### src/rtl/issue_buffer_if.sv
// Fetch-to-issue handshake bundle for issue_buffer; the buffer takes the master modport.
// Optional ISSUE_BUF_PERF_EN adds the performance counter outputs.
`ifndef CTRL_BUS
`define CTRL_BUS [15:0]
`endif

interface issue_buffer_if #(
  parameter int DEPTH = 8
);
  localparam int CNT_W = $clog2(DEPTH) + 1;

  logic                flush_i;
  logic                wr0_valid_i;
  logic                wr1_valid_i;
  logic [31:0]         wr0_inst_i;
  logic [31:0]         wr1_inst_i;
  logic `CTRL_BUS      wr0_ctrl_i;
  logic `CTRL_BUS      wr1_ctrl_i;
  logic                wr0_pred_i;
  logic                wr1_pred_i;
  logic [31:0]         wr0_tgt_i;
  logic [31:0]         wr1_tgt_i;
  logic                ready_o;
  logic                issue_stall_i;
  logic                issue1_stall_i;
  logic [31:0]         inst0_o;
  logic [31:0]         inst1_o;
  logic `CTRL_BUS      ctrl0_o;
  logic `CTRL_BUS      ctrl1_o;
  logic                pred_0_o;
  logic                pred_1_o;
  logic [31:0]         pred_tgt_0_o;
  logic [31:0]         pred_tgt_1_o;
  logic                valid0_o;
  logic                valid1_o;
  logic [CNT_W-1:0]    count_o;
`ifdef ISSUE_BUF_PERF_EN
  logic [31:0]         empty_cycles_o;
  logic [31:0]         partial_issue_o;
`endif

  modport master (
`ifdef ISSUE_BUF_PERF_EN
    output empty_cycles_o, partial_issue_o,
`endif
    input  flush_i, wr0_valid_i, wr1_valid_i, wr0_inst_i, wr1_inst_i,
           wr0_ctrl_i, wr1_ctrl_i, wr0_pred_i, wr1_pred_i, wr0_tgt_i, wr1_tgt_i,
           issue_stall_i, issue1_stall_i,
    output ready_o, inst0_o, inst1_o, ctrl0_o, ctrl1_o, pred_0_o, pred_1_o,
           pred_tgt_0_o, pred_tgt_1_o, valid0_o, valid1_o, count_o
  );

  modport slave (
`ifdef ISSUE_BUF_PERF_EN
    input  empty_cycles_o, partial_issue_o,
`endif
    output flush_i, wr0_valid_i, wr1_valid_i, wr0_inst_i, wr1_inst_i,
           wr0_ctrl_i, wr1_ctrl_i, wr0_pred_i, wr1_pred_i, wr0_tgt_i, wr1_tgt_i,
           issue_stall_i, issue1_stall_i,
    input  ready_o, inst0_o, inst1_o, ctrl0_o, ctrl1_o, pred_0_o, pred_1_o,
           pred_tgt_0_o, pred_tgt_1_o, valid0_o, valid1_o, count_o
  );
endinterface

### src/rtl/issue_buffer.sv
// Dual-write / dual-read instruction queue feeding the dual-issue stage.
// Define ISSUE_BUF_PERF_EN to add saturating empty-cycle and partial-issue counters.
`ifndef CTRL_BUS
`define CTRL_BUS [15:0]
`endif

module issue_buffer #(
  parameter int DEPTH = 8
) (
  input  logic             clock_i,
  input  logic             reset_i,
  issue_buffer_if.master   bus
);
  localparam int PTR_W = $clog2(DEPTH);
  localparam int CNT_W = PTR_W + 1;
  localparam logic [31:0] NOP = 32'h0000_0013;

  typedef struct packed {
    logic [31:0]    inst;
    logic `CTRL_BUS ctrl;
    logic           pred;
    logic [31:0]    tgt;
  } entry_t;

  entry_t           mem [DEPTH];
  entry_t           ent0, ent1, wr0_ent, wr1_ent;
  logic [PTR_W-1:0] rd_ptr_q, rd_ptr_d, wr_ptr_q, wr_ptr_d;
  logic [PTR_W-1:0] rd_ptr_p1, wr_ptr_p1;
  logic [CNT_W-1:0] count_q, count_d;
  logic [1:0]       nrd, nwr;
  logic             valid0, valid1, ready;

  assign valid0    = (count_q != '0);
  assign valid1    = (count_q >= CNT_W'(2));
  assign ready     = (count_q <= CNT_W'(DEPTH - 2));
  assign rd_ptr_p1 = rd_ptr_q + PTR_W'(1);
  assign wr_ptr_p1 = wr_ptr_q + PTR_W'(1);

  assign wr0_ent = '{inst: bus.wr0_inst_i, ctrl: bus.wr0_ctrl_i,
                     pred: bus.wr0_pred_i, tgt: bus.wr0_tgt_i};
  assign wr1_ent = '{inst: bus.wr1_inst_i, ctrl: bus.wr1_ctrl_i,
                     pred: bus.wr1_pred_i, tgt: bus.wr1_tgt_i};

  always_comb begin
    nrd = 2'd0;
    if (valid0 && !bus.issue_stall_i)
      nrd = (valid1 && !bus.issue1_stall_i) ? 2'd2 : 2'd1;
    nwr = 2'd0;
    if (ready && bus.wr0_valid_i)
      nwr = bus.wr1_valid_i ? 2'd2 : 2'd1;
    rd_ptr_d = rd_ptr_q + PTR_W'(nrd);
    wr_ptr_d = wr_ptr_q + PTR_W'(nwr);
    count_d  = count_q + CNT_W'(nwr) - CNT_W'(nrd);
    // A redirect discards everything, including this cycle's traffic.
    if (bus.flush_i) begin
      rd_ptr_d = '0;
      wr_ptr_d = '0;
      count_d  = '0;
    end
  end

  always_ff @(posedge clock_i) begin
    if (reset_i) begin
      rd_ptr_q <= '0;
      wr_ptr_q <= '0;
      count_q  <= '0;
    end else begin
      rd_ptr_q <= rd_ptr_d;
      wr_ptr_q <= wr_ptr_d;
      count_q  <= count_d;
    end
  end

  // Storage carries no reset; pointers and count decide what is live.
  always_ff @(posedge clock_i) begin
    if (!reset_i && !bus.flush_i) begin
      if (nwr != 2'd0) mem[wr_ptr_q]  <= wr0_ent;
      if (nwr == 2'd2) mem[wr_ptr_p1] <= wr1_ent;
    end
  end

  assign ent0 = mem[rd_ptr_q];
  assign ent1 = mem[rd_ptr_p1];

  assign bus.inst0_o      = valid0 ? ent0.inst : NOP;
  assign bus.inst1_o      = valid1 ? ent1.inst : NOP;
  assign bus.ctrl0_o      = valid0 ? ent0.ctrl : '0;
  assign bus.ctrl1_o      = valid1 ? ent1.ctrl : '0;
  assign bus.pred_0_o     = valid0 & ent0.pred;
  assign bus.pred_1_o     = valid1 & ent1.pred;
  assign bus.pred_tgt_0_o = valid0 ? ent0.tgt : 32'd0;
  assign bus.pred_tgt_1_o = valid1 ? ent1.tgt : 32'd0;
  assign bus.valid0_o     = valid0;
  assign bus.valid1_o     = valid1;
  assign bus.ready_o      = ready;
  assign bus.count_o      = count_q;

`ifdef ISSUE_BUF_PERF_EN
  logic [31:0] empty_cycles_q, partial_issue_q;

  // Flush deliberately leaves these running; only reset clears them.
  always_ff @(posedge clock_i) begin
    if (reset_i) begin
      empty_cycles_q  <= '0;
      partial_issue_q <= '0;
    end else begin
      if (!valid0 && empty_cycles_q != '1)
        empty_cycles_q <= empty_cycles_q + 32'd1;
      if (nrd == 2'd1 && valid1 && partial_issue_q != '1)
        partial_issue_q <= partial_issue_q + 32'd1;
    end
  end

  assign bus.empty_cycles_o  = empty_cycles_q;
  assign bus.partial_issue_o = partial_issue_q;
`endif

endmodule

### src/flat_wrapper.sv
// flat-port wrapper written by rule: the top's interface ports become plain ports
module issue_buffer_flat 
#(
  parameter int DEPTH = 8
)
  (clock_i, reset_i, bus_flush_i, bus_wr0_valid_i, bus_wr1_valid_i, bus_wr0_inst_i, bus_wr1_inst_i, bus_wr0_ctrl_i, bus_wr1_ctrl_i, bus_wr0_pred_i, bus_wr1_pred_i, bus_wr0_tgt_i, bus_wr1_tgt_i, bus_issue_stall_i, bus_issue1_stall_i, bus_ready_o, bus_inst0_o, bus_inst1_o, bus_ctrl0_o, bus_ctrl1_o, bus_pred_0_o, bus_pred_1_o, bus_pred_tgt_0_o, bus_pred_tgt_1_o, bus_valid0_o, bus_valid1_o, bus_count_o);
  issue_buffer_if #(.DEPTH(DEPTH)) bus_i ();
  input  logic clock_i;
  input  logic reset_i;
  input wire logic [$bits(bus_i.flush_i)-1:0] bus_flush_i;
  input wire logic [$bits(bus_i.wr0_valid_i)-1:0] bus_wr0_valid_i;
  input wire logic [$bits(bus_i.wr1_valid_i)-1:0] bus_wr1_valid_i;
  input wire logic [$bits(bus_i.wr0_inst_i)-1:0] bus_wr0_inst_i;
  input wire logic [$bits(bus_i.wr1_inst_i)-1:0] bus_wr1_inst_i;
  input wire logic [$bits(bus_i.wr0_ctrl_i)-1:0] bus_wr0_ctrl_i;
  input wire logic [$bits(bus_i.wr1_ctrl_i)-1:0] bus_wr1_ctrl_i;
  input wire logic [$bits(bus_i.wr0_pred_i)-1:0] bus_wr0_pred_i;
  input wire logic [$bits(bus_i.wr1_pred_i)-1:0] bus_wr1_pred_i;
  input wire logic [$bits(bus_i.wr0_tgt_i)-1:0] bus_wr0_tgt_i;
  input wire logic [$bits(bus_i.wr1_tgt_i)-1:0] bus_wr1_tgt_i;
  input wire logic [$bits(bus_i.issue_stall_i)-1:0] bus_issue_stall_i;
  input wire logic [$bits(bus_i.issue1_stall_i)-1:0] bus_issue1_stall_i;
  output wire logic [$bits(bus_i.ready_o)-1:0] bus_ready_o;
  output wire logic [$bits(bus_i.inst0_o)-1:0] bus_inst0_o;
  output wire logic [$bits(bus_i.inst1_o)-1:0] bus_inst1_o;
  output wire logic [$bits(bus_i.ctrl0_o)-1:0] bus_ctrl0_o;
  output wire logic [$bits(bus_i.ctrl1_o)-1:0] bus_ctrl1_o;
  output wire logic [$bits(bus_i.pred_0_o)-1:0] bus_pred_0_o;
  output wire logic [$bits(bus_i.pred_1_o)-1:0] bus_pred_1_o;
  output wire logic [$bits(bus_i.pred_tgt_0_o)-1:0] bus_pred_tgt_0_o;
  output wire logic [$bits(bus_i.pred_tgt_1_o)-1:0] bus_pred_tgt_1_o;
  output wire logic [$bits(bus_i.valid0_o)-1:0] bus_valid0_o;
  output wire logic [$bits(bus_i.valid1_o)-1:0] bus_valid1_o;
  output wire logic [$bits(bus_i.count_o)-1:0] bus_count_o;
  assign bus_i.flush_i = bus_flush_i;
  assign bus_i.wr0_valid_i = bus_wr0_valid_i;
  assign bus_i.wr1_valid_i = bus_wr1_valid_i;
  assign bus_i.wr0_inst_i = bus_wr0_inst_i;
  assign bus_i.wr1_inst_i = bus_wr1_inst_i;
  assign bus_i.wr0_ctrl_i = bus_wr0_ctrl_i;
  assign bus_i.wr1_ctrl_i = bus_wr1_ctrl_i;
  assign bus_i.wr0_pred_i = bus_wr0_pred_i;
  assign bus_i.wr1_pred_i = bus_wr1_pred_i;
  assign bus_i.wr0_tgt_i = bus_wr0_tgt_i;
  assign bus_i.wr1_tgt_i = bus_wr1_tgt_i;
  assign bus_i.issue_stall_i = bus_issue_stall_i;
  assign bus_i.issue1_stall_i = bus_issue1_stall_i;
  assign bus_ready_o = bus_i.ready_o;
  assign bus_inst0_o = bus_i.inst0_o;
  assign bus_inst1_o = bus_i.inst1_o;
  assign bus_ctrl0_o = bus_i.ctrl0_o;
  assign bus_ctrl1_o = bus_i.ctrl1_o;
  assign bus_pred_0_o = bus_i.pred_0_o;
  assign bus_pred_1_o = bus_i.pred_1_o;
  assign bus_pred_tgt_0_o = bus_i.pred_tgt_0_o;
  assign bus_pred_tgt_1_o = bus_i.pred_tgt_1_o;
  assign bus_valid0_o = bus_i.valid0_o;
  assign bus_valid1_o = bus_i.valid1_o;
  assign bus_count_o = bus_i.count_o;
  issue_buffer #(.DEPTH(DEPTH)) u_core (.clock_i(clock_i), .reset_i(reset_i), .bus(bus_i));
endmodule
### config.mk
export PLATFORM = sky130hd
export DESIGN_NAME = issue_buffer_flat
export DESIGN_NICKNAME = d
export VERILOG_FILES = /design/src/rtl/issue_buffer_if.sv /design/src/rtl/issue_buffer.sv /design/src/flat_wrapper.sv
export SDC_FILE = /design/constraint.sdc
export NUM_CORES = 1
export LEC_CHECK = 0
export ABC_AREA = 0
export CORE_MARGIN = 3
export CORE_UTILIZATION = 40
export DETAILED_ROUTE_END_ITERATION = 16
export DONT_BUFFER_PORTS = 1
export GPL_ROUTABILITY_DRIVEN = 0
export PLACE_DENSITY_LB_ADDON = 0.15
export RECOVER_POWER = 50
export SKIP_LAST_GASP = 1
export SLEW_MARGIN = 40
export SYNTH_ARGS = -nofsm -noshare
export SYNTH_HDL_FRONTEND = slang
export SYNTH_SLANG_ARGS = --single-unit
### constraint.sdc
create_clock -name clock_i -period 8.9 [get_ports clock_i]
set_input_delay 0.445 -clock clock_i [delete_from_list [all_inputs] [get_ports clock_i]]
set_output_delay 0.445 -clock clock_i [all_outputs]
set_load 0.01 [all_outputs]
==> results.sh, run 1 <==
export IMPL_initial_core_util_pct=40.41
export IMPL_synth_edf_count=648
export IMPL_syn2layout_area_growth_pct=16.85
export IMPL_worstSetupStartpoint="u_core.bus.count_o[3]"
export IMPL_fillers=8305
export IMPL_ys_seq_area_share_pct=51.12
export IMPL_violations="max-capacitance violations, max-slew violations"
export IMPL_vias_per_cell=6.231
export IMPL_seqCellArea_sq_um=19660
export IMPL_path_max_fanout=48
export IMPL_status="finished, violations left"
export IMPL_htreeDepth=3
export IMPL_yosys_area_share_xor_xnor_pct=0.1790
export IMPL_core_sq_um=95150
export IMPL_setup_violations=0
export IMPL_post_route_period_util_pct=71.58
export IMPL_clk_latency_ns=0.64
export IMPL_synth_ff_type="edfxtp_1"
export IMPL_synth_distinct_cells=50
export IMPL_finalPower_w=0.008832
export IMPL_hold_depth=1
export IMPL_grt_pass1_wl_um=187300
export IMPL_grt_max_degree=101
export IMPL_syn_area_sq_um=38450
export IMPL_grt_usage_pct=25.92
export IMPL_r2r_end="u_core.mem[5][34]"
export IMPL_path_class="reg -> reg"
export IMPL_final_area_sq_um=44930
export IMPL_worst_slew_pin_slew_ns=4.471
export IMPL_fin_worst_skew_ns=0.02113
export IMPL_rr_startpoint="u_core.bus.count_o[3]"
export IMPL_layout_nets=2908
export IMPL_cts_sinks=658
export IMPL_slew_violations=663
export IMPL_worst_setup_path_end_kind="flip-flop"
export IMPL_cts_buffer_depth=3
export IMPL_slew_headroom_pct=-198.0
export IMPL_die_w_um=316.1
export IMPL_crit_arrival_ns=6.75
export IMPL_dp_hpwl_um=69510
export IMPL_p_leak_nw=14.13
export IMPL_crit_required_ns=9.28
export IMPL_synth_warnings=0
export IMPL_multi_input_area_sq_um=17830
export IMPL_drc=0
export IMPL_vias=25240
export IMPL_fin_ws_ns=2.530
export IMPL_wirelength_um=132600
export IMPL_setup_tns_ns=0
export IMPL_synth_area_leaders="edfxtp_1, mux2_2, mux4_2, mux2i_1, mux2_4"
export IMPL_row_count=113
export IMPL_holdCritPathClass="in -> reg"
export IMPL_synth_top_family_by_area="multiplexers"
export IMPL_post_cts_setup_buffer_count=0
export IMPL_synthAdderAreaFrac_pct=0.5336
export IMPL_die_h_um=316.1
export IMPL_cts_resized=0
export IMPL_dpl_instance_area_sq_um=40080
export IMPL_peakVddDrop_mv=0.1815
export IMPL_synthMuxAreaShare_pct=35.68
export IMPL_maxCapViolations=18
export IMPL_grt_remaining_overflow=0
export IMPL_synth_fp_nets=2696
export IMPL_synthArstFlopShare_pct=0
export IMPL_synth_top_area_share_pct=50.60
export IMPL_wl_per_cell_um=32.73
export IMPL_cts_tree="done"
export IMPL_drtAntennaViolNets=0
export IMPL_io_pins=338
export IMPL_grt_antenna_before_repair=2
export IMPL_synth_simple_area_share_pct=3.394
export IMPL_hold_viol=0
export IMPL_drive_gt1_share_pct=33.33
export IMPL_cellPowerDensity_nw_per_um2=196.5
export IMPL_cts_inserted_buffers=79
export IMPL_synthCells=2513
export IMPL_fmax_mhz=157.0
export IMPL_period_minus_slack_ns=6.370
export IMPL_die_area_sq_um=99890
export IMPL_synth_seq_cells=658
export IMPL_cts_root_buf="clkbuf_16"
export IMPL_r2r_cells=9
export IMPL_endpoint="u_core.mem[5][34]"
export IMPL_path_clk_slew_ns=0.06
export IMPL_drtIter0Drc=1827
export IMPL_fin_cells=4051
export IMPL_synth_compound_area_share_pct=6.378
export IMPL_r2r_slack_ns=2.53
export IMPL_grt_pass1_vias=26346
export IMPL_drt_pass1_iterations=5
export IMPL_syn_avg_cell_area_sq_um=15.30
export IMPL_dp_cells=3631
export IMPL_rsz0062_at_grt="no"
export IMPL_io_buffers=0
export IMPL_cp_start_kind="flip-flop"
export IMPL_yosys_area_top_type="edfxtp_1"
export IMPL_dpl_worst_slack_ns=4.813
[final cells by class]
class                           count  area share [%]
Clock buffer                      104           4.656
Multi-Input combinational cell   1634           39.68
Sequential cell                   658           43.76
Antenna cell                        5         0.02785
Clock inverter                     33          0.6405
Timing Repair Buffer              342           7.627
Tap cell                         1265           3.523
Inverter                           10         0.08354
[repair_timing]
action,CTS,global route
setup endpoints to repair,0,0
hold endpoints to repair,548,0
hold buffers,277,0
[cells in the mapped netlist, types with 9 or more instances]
cell and instances:
clkbuf_1 81, buf_1 13, and3_1 80, ha_1 10, mux4_2 162, nor2_1 13, nor2b_1 80, nand2_1 9
mux2_1 28, a22o_1 81, mux2i_1 244, mux2_2 543, a22oi_1 78, edfxtp_1 648, a21oi_1 86, buf_2 103
mux2_4 80, a211oi_1 80, dfxtp_1 10, inv_1 9
[where the power goes]
group          leakage, nW  internal [W]  switching, W  total (W)
clock network         1.15       0.00179       0.00129    0.00308
registers             5.92       0.00347     0.0000453    0.00352
logic                 7.05      0.000851       0.00138    0.00223
total                 14.1       0.00611       0.00272    0.00883
[registers in the layout (all words and copies together) (netlist names)]
register / flops
u_core.bus.count_o: 4
u_core.mem: 648
u_core.rd_ptr_q: 3
u_core.wr_ptr_q: 3
[per-layer routing]
| metal | GRT usage, % | vias up | share of wire [%] |
|---|---|---|---|
| met5 | 0 | - | 0 |
| met4 | 8.029 | 0 | 3.1 |
| met3 | 6.287 | 243 | 7.5 |
| met2 | 44.59 | 1003 | 50 |
| met1 | 32.23 | 13324 | 40 |
| li1 | - | 10670 | - |
[cell usage in the layout (no fill, tap or decap), drive strengths merged, types with 4 or more instances in the layout]
master	instances
a21oi	86
and3	80
a211oi	80
buf	39
and2	7
fa	4
nand3b	4
dfxtp	10
clkbuf	130
dlygate4sd3	277
a22o	81
bufinv	5
mux2i	244
ha	10
xnor2	5
diode	5
a22oi	78
nor2b	81
nand3	5
clkinv	26
nand2	9
o21ai	6
mux2	651
edfxtp	648
nor2	18
mux4	162
inv	12
[worst max-delay path, stage by stage, from the launching register on]
cell,delay (ns)
dfxtp_1,0.48
inv_1,0.18
ha_1,0.21
nand2_1,0.22
o2111ai_2,0.15
clkbuf_1,0.40
nor2_1,0.26
clkbuf_1,3.05
mux2_2,0.52
dlygate4sd3_1,0.58
[worst min-delay path by stage]
stage                  startpoint                 end  slack (ns)
2_1_floorplan  u_core.rd_ptr_q[0]  u_core.rd_ptr_q[0]        0.58
3_3_place_gp   u_core.rd_ptr_q[2]  u_core.rd_ptr_q[2]        0.64
3_5_place_dp   u_core.rd_ptr_q[2]  u_core.rd_ptr_q[2]        0.64
4_1_cts         bus_wr1_ctrl_i[4]   u_core.mem[1][37]     0.00001
5_1_grt         bus_wr1_tgt_i[20]   u_core.mem[1][20]      0.0008
6_report         bus_wr0_tgt_i[9]    u_core.mem[5][9]        0.04
[through the flow]
step	hold WS, ns	util [%]
4_1_cts	0.00001227	47.54
6_report	0.03740	47.22
3_5_place_dp	0.6437	42.12
5_1_grt	0.0007834	47.21
3_3_place_gp	0.6446	41.69
2_1_floorplan	0.5781	-
[cells by family after synthesis]
kind of cell,after synthesis
AO/OA/AOI/OAI,342
XOR/XNOR,7
adder cells (fa/ha/maj),14
buffers and inverters,221
flip-flops,658
multiplexers,1057
AND/OR/NAND/NOR,214
No activity file was read; power rests on OpenSTA's default activity.
==> run 2: changes to the inputs <==
==> constraint.sdc (replaced) <==
create_clock -name clock_i -period 5.5 [get_ports clock_i]
set_input_delay 0.275 -clock clock_i [delete_from_list [all_inputs] [get_ports clock_i]]
set_output_delay 0.275 -clock clock_i [all_outputs]
set_load 0.01 [all_outputs]
==> results.sh, run 2 (synthesis gave the netlist of run 1 again) <==
export IMPL_peakVddDrop_mv=0.2858
export IMPL_vias_per_cell=6.219
export IMPL_fin_cells=4035
export IMPL_r2r_slack_ns=0.94
export IMPL_wirelength_um=129800
export IMPL_post_cts_setup_buffer_count=0
export IMPL_maxCapViolations=20
export IMPL_drtAntennaViolNets=0
export IMPL_grt_pass1_wl_um=184000
export IMPL_status="finished, violations left"
export IMPL_vias=25092
export IMPL_crit_arrival_ns=4.95
export IMPL_die_h_um=316.1
export IMPL_grt_pass1_vias=25950
export IMPL_initial_core_util_pct=40.41
export IMPL_fillers=8300
export IMPL_dp_cells=3634
export IMPL_hold_depth=3
export IMPL_violations="max-capacitance violations, max-slew violations"
export IMPL_drtIter0Drc=2302
export IMPL_drt_pass1_iterations=6
export IMPL_grt_max_degree=145
export IMPL_holdCritPathClass="in -> reg"
export IMPL_wl_per_cell_um=32.18
export IMPL_die_area_sq_um=99890
export IMPL_row_count=113
export IMPL_die_w_um=316.1
export IMPL_cellPowerDensity_nw_per_um2=324.6
export IMPL_mostFrequentLayoutCells="edfxtp_1, mux2_2, dlygate4sd3_1"
export IMPL_top_register="u_core.mem"
export IMPL_io_pins=338
export IMPL_final_common_cell="edfxtp_1"
export IMPL_post_route_period_util_pct=82.99
export IMPL_fin_worst_skew_ns=0.01793
export IMPL_core_sq_um=95150
export IMPL_cts_inserted_buffers=81
export IMPL_setup_tns_ns=0
export IMPL_period_minus_slack_ns=4.565
export IMPL_path_clk_slew_ns=0.05
export IMPL_cts_sinks=658
export IMPL_drive_gt1_share_pct=34.79
export IMPL_hold_viol=0
export IMPL_syn2layout_area_growth_pct=16.54
export IMPL_layout_nets=2883
export IMPL_htreeDepth=3
export IMPL_io_buffers=0
export IMPL_grt_usage_pct=25.46
export IMPL_worst_slew_pin_slew_ns=2.947
export IMPL_final_area_sq_um=44810
export IMPL_cts_tree="done"
export IMPL_fmax_mhz=219.1
export IMPL_worst_setup_path_end_kind="flip-flop"
export IMPL_r2r_cells=7
export IMPL_cts_root_buf="clkbuf_16"
export IMPL_cts_buffer_depth=3
export IMPL_cts_resized=0
export IMPL_cp_start_kind="flip-flop"
export IMPL_path_max_fanout=44
export IMPL_drc=0
export IMPL_slew_violations=706
export IMPL_slew_headroom_pct=-96.49
export IMPL_clk_latency_ns=0.65
export IMPL_dpl_instance_area_sq_um=40020
export IMPL_largest_reg_flops=648
export IMPL_p_leak_nw=14.16
export IMPL_hold_buffers=247
export IMPL_grt_antenna_before_repair=10
export IMPL_crit_required_ns=5.89
export IMPL_dp_hpwl_um=69140
export IMPL_setup_violations=0
export IMPL_grt_remaining_overflow=0
export IMPL_path_class="reg -> reg"
export IMPL_rsz0062_at_grt="no"
[run 2: worst paths after layout]
path                       from               endpoint
min             bus_wr1_valid_i  u_core.bus.count_o[0]
max reg2reg  u_core.wr_ptr_q[0]      u_core.mem[7][62]
min reg2reg  u_core.rd_ptr_q[2]     u_core.rd_ptr_q[2]
max          u_core.wr_ptr_q[0]      u_core.mem[7][62]
[run 2: cell type report]
class,instances,area (sq um),area share [%]
antenna,8,20.02,0.04467
tap,1265,1583,3.532
clock inverter,45,394.1,0.8795
inverter,10,37.54,0.08376
sequential,658,19660,43.88
timing repair buffer,315,3114,6.949
multi-input combinational,1634,17860,39.86
clock buffer,100,2141,4.777
[run 2: metal layers]
layer / global-route usage [%] / wire length (um) / up-vias
met5: 0 / 36 / -
met4: 7.597 / 3381 / 6
met3: 6.692 / 10860 / 218
met2: 41.16 / 62160 / 1019
met1: 33.72 / 53410 / 13227
li1: - / - / 10622
[run 2: where the power goes]
part | leakage [nW] | total, W | switching, W | internal [W]
logic | 7.00 | 0.00363 | 0.00227 | 0.00137
registers | 5.92 | 0.00570 | 0.0000820 | 0.00562
clock network | 1.23 | 0.00522 | 0.00214 | 0.00308
[run 2: critical path: stages (launching register included)]
cell and delay (ns):
dfxtp_1 0.64, ha_1 0.36, xor2_1 0.41, nand3_1 0.24
nor2_4 0.14, clkbuf_2 1.49, mux2_2 0.45, dlygate4sd3_1 0.56
[run 2: per-stage QoR]
stage               setup WS, ns  util [%]  hold WS (ns)  power (W)
floorplan                -0.1848         -        0.4759   0.008081
global placement           1.614     41.89        0.4775   0.009157
detailed placement         1.868     42.06        0.4813   0.009199
CTS                        1.322     47.32       0.03706    0.01468
global route              0.7756     47.09       0.07682    0.01509
finish                    0.9353     47.10       0.08816    0.01455
==> run 3: changes to the inputs <==
==> constraint.sdc (replaced) <==
create_clock -name clock_i -period 4.8 [get_ports clock_i]
set_input_delay 0.24 -clock clock_i [delete_from_list [all_inputs] [get_ports clock_i]]
set_output_delay 0.24 -clock clock_i [all_outputs]
set_load 0.01 [all_outputs]
==> results.sh, run 3 (synthesis gave the netlist of run 1 again) <==
export IMPL_dp_cells=3644
export IMPL_largest_reg_flops=648
export IMPL_dp_hpwl_um=70790
export IMPL_grt_pass1_wl_um=182200
export IMPL_setup_tns_ns=0
export IMPL_top_register="u_core.mem"
export IMPL_slew_violations=238
export IMPL_core_sq_um=95150
export IMPL_wirelength_um=127500
export IMPL_cts_resized=0
export IMPL_crit_required_ns=5.05
export IMPL_maxCapViolations=6
export IMPL_htreeDepth=3
export IMPL_slew_headroom_pct=-63.37
export IMPL_path_clk_slew_ns=0.06
export IMPL_postLayoutCoreUtil_pct=47.32
export IMPL_die_area_sq_um=99890
export IMPL_path_class="reg -> reg"
export IMPL_cp_start_kind="flip-flop"
export IMPL_mostFrequentLayoutCells="edfxtp_1, mux2_2, dlygate4sd3_1"
export IMPL_fillers=8306
export IMPL_period_minus_slack_ns=4.216
export IMPL_grt_pass1_vias=25986
export IMPL_status="finished, violations left"
export IMPL_io_pins=338
export IMPL_clk_latency_ns=0.64
export IMPL_drtIter0Drc=2045
export IMPL_wl_per_cell_um=31.51
export IMPL_row_count=113
export IMPL_path_max_fanout=17
export IMPL_crit_arrival_ns=4.46
export IMPL_final_common_cell="edfxtp_1"
export IMPL_worst_slew_pin_slew_ns=2.450
export IMPL_hold_viol=0
export IMPL_vias_per_cell=6.158
export IMPL_post_route_period_util_pct=87.83
export IMPL_vias=24916
export IMPL_initial_core_util_pct=40.41
export IMPL_cts_tree="done"
export IMPL_grt_usage_pct=25.00
export IMPL_die_h_um=316.1
export IMPL_die_w_um=316.1
export IMPL_cts_root_buf="clkbuf_16"
export IMPL_io_buffers=0
export IMPL_grt_remaining_overflow=0
export IMPL_whs_ns=0.05923
export IMPL_drt_pass1_iterations=5
export IMPL_drive_gt1_share_pct=34.90
export IMPL_grt_antenna_before_repair=10
export IMPL_drc=0
export IMPL_syn2layout_area_growth_pct=17.09
export IMPL_drtAntennaViolNets=0
export IMPL_fin_cells=4046
export IMPL_grt_max_degree=93
export IMPL_fin_worst_skew_ns=0.02419
export IMPL_setup_violations=0
export IMPL_cts_sinks=658
export IMPL_violations="max-capacitance violations, max-slew violations"
export IMPL_holdCritPathClass="in -> reg"
export IMPL_finalPower_w=0.01664
export IMPL_cellPowerDensity_nw_per_um2=369.6
export IMPL_post_cts_setup_buffer_count=0
export IMPL_fmax_mhz=237.2
export IMPL_cts_inserted_buffers=80
export IMPL_cts_buffer_depth=3
export IMPL_worst_setup_path_end_kind="flip-flop"
export IMPL_rsz0062_at_grt="no"
export IMPL_layout_nets=2893
export IMPL_p_leak_nw=14.23
export IMPL_peakVddDrop_mv=0.2753
==> run 3: path summary, 6_finish.rpt <==
kind	start	to	slack (ns)	cells after the start
worst min-delay path	bus_wr1_valid_i	u_core.wr_ptr_q[0]	0.06	3
worst max register to register	u_core.wr_ptr_q[0]	u_core.mem[5][73]	0.58	6
worst max-delay path	u_core.wr_ptr_q[0]	u_core.mem[5][73]	0.58	6
worst min register to register	u_core.rd_ptr_q[2]	u_core.rd_ptr_q[2]	0.69	2
==> run 3: stage by stage <==
| step | area [sq um] | setup WS, ns |
|---|---|---|
| 4_1_cts | 45340 | 0.8003 |
| 2_1_floorplan | 38460 | -0.8848 |
| 3_3_place_gp | 40150 | 1.420 |
| 5_1_grt | 45010 | 0.3126 |
| 6_report | 45030 | 0.5842 |
| 3_5_place_dp | 40430 | 1.327 |
==> run 3: critical path: stages (launching register included) <==
cell and delay [ns]:
dfxtp_1 0.63, ha_1 0.35, xor2_1 0.37, nand2_1 0.13, a21oi_1 0.71, clkbuf_1 0.78, clkbuf_1 0.82
==> run 3: timing repair <==
| item | 4_1_cts | 5_1_grt |
|---|---|---|
| endpoints found under the hold margin | 658 | 0 |
| hold buffers | 247 | 0 |
| setup endpoints to repair | 0 | 0 |
==> run 3: final cells by class <==
type | instances | area [sq um] | area share, %
clock inverters | 46 | 349.1 | 0.7753
repair buffers | 326 | 3475 | 7.717
diodes | 10 | 25.02 | 0.05558
inverters | 10 | 37.54 | 0.08337
clock buffers | 97 | 2087 | 4.635
well taps | 1265 | 1583 | 3.515
multi-input cells | 1634 | 17810 | 39.55
flip-flops and latches | 658 | 19660 | 43.67
==> run 3: power by group <==
part	total, W	switching (W)	internal, W	leakage, nW
sequential	0.00651	0.0000783	0.00643	5.92
clock	0.00579	0.00244	0.00335	1.20
combinational	0.00434	0.00264	0.00171	7.11
total	0.0166	0.00515	0.0115	14.2
==> run 3: metal layers <==
metal / global-route usage, % / vias to the layer above / part of all wire, % / routed length (um)
met2: 41.50 / 891 / 49 / 62090
li1: - / 10659 / - / -
met3: 5.817 / 205 / 7.5 / 9511
met5: 0 / - / 0.032 / 41
met4: 7.386 / 6 / 2.4 / 3114
met1: 32.72 / 13155 / 41 / 52710
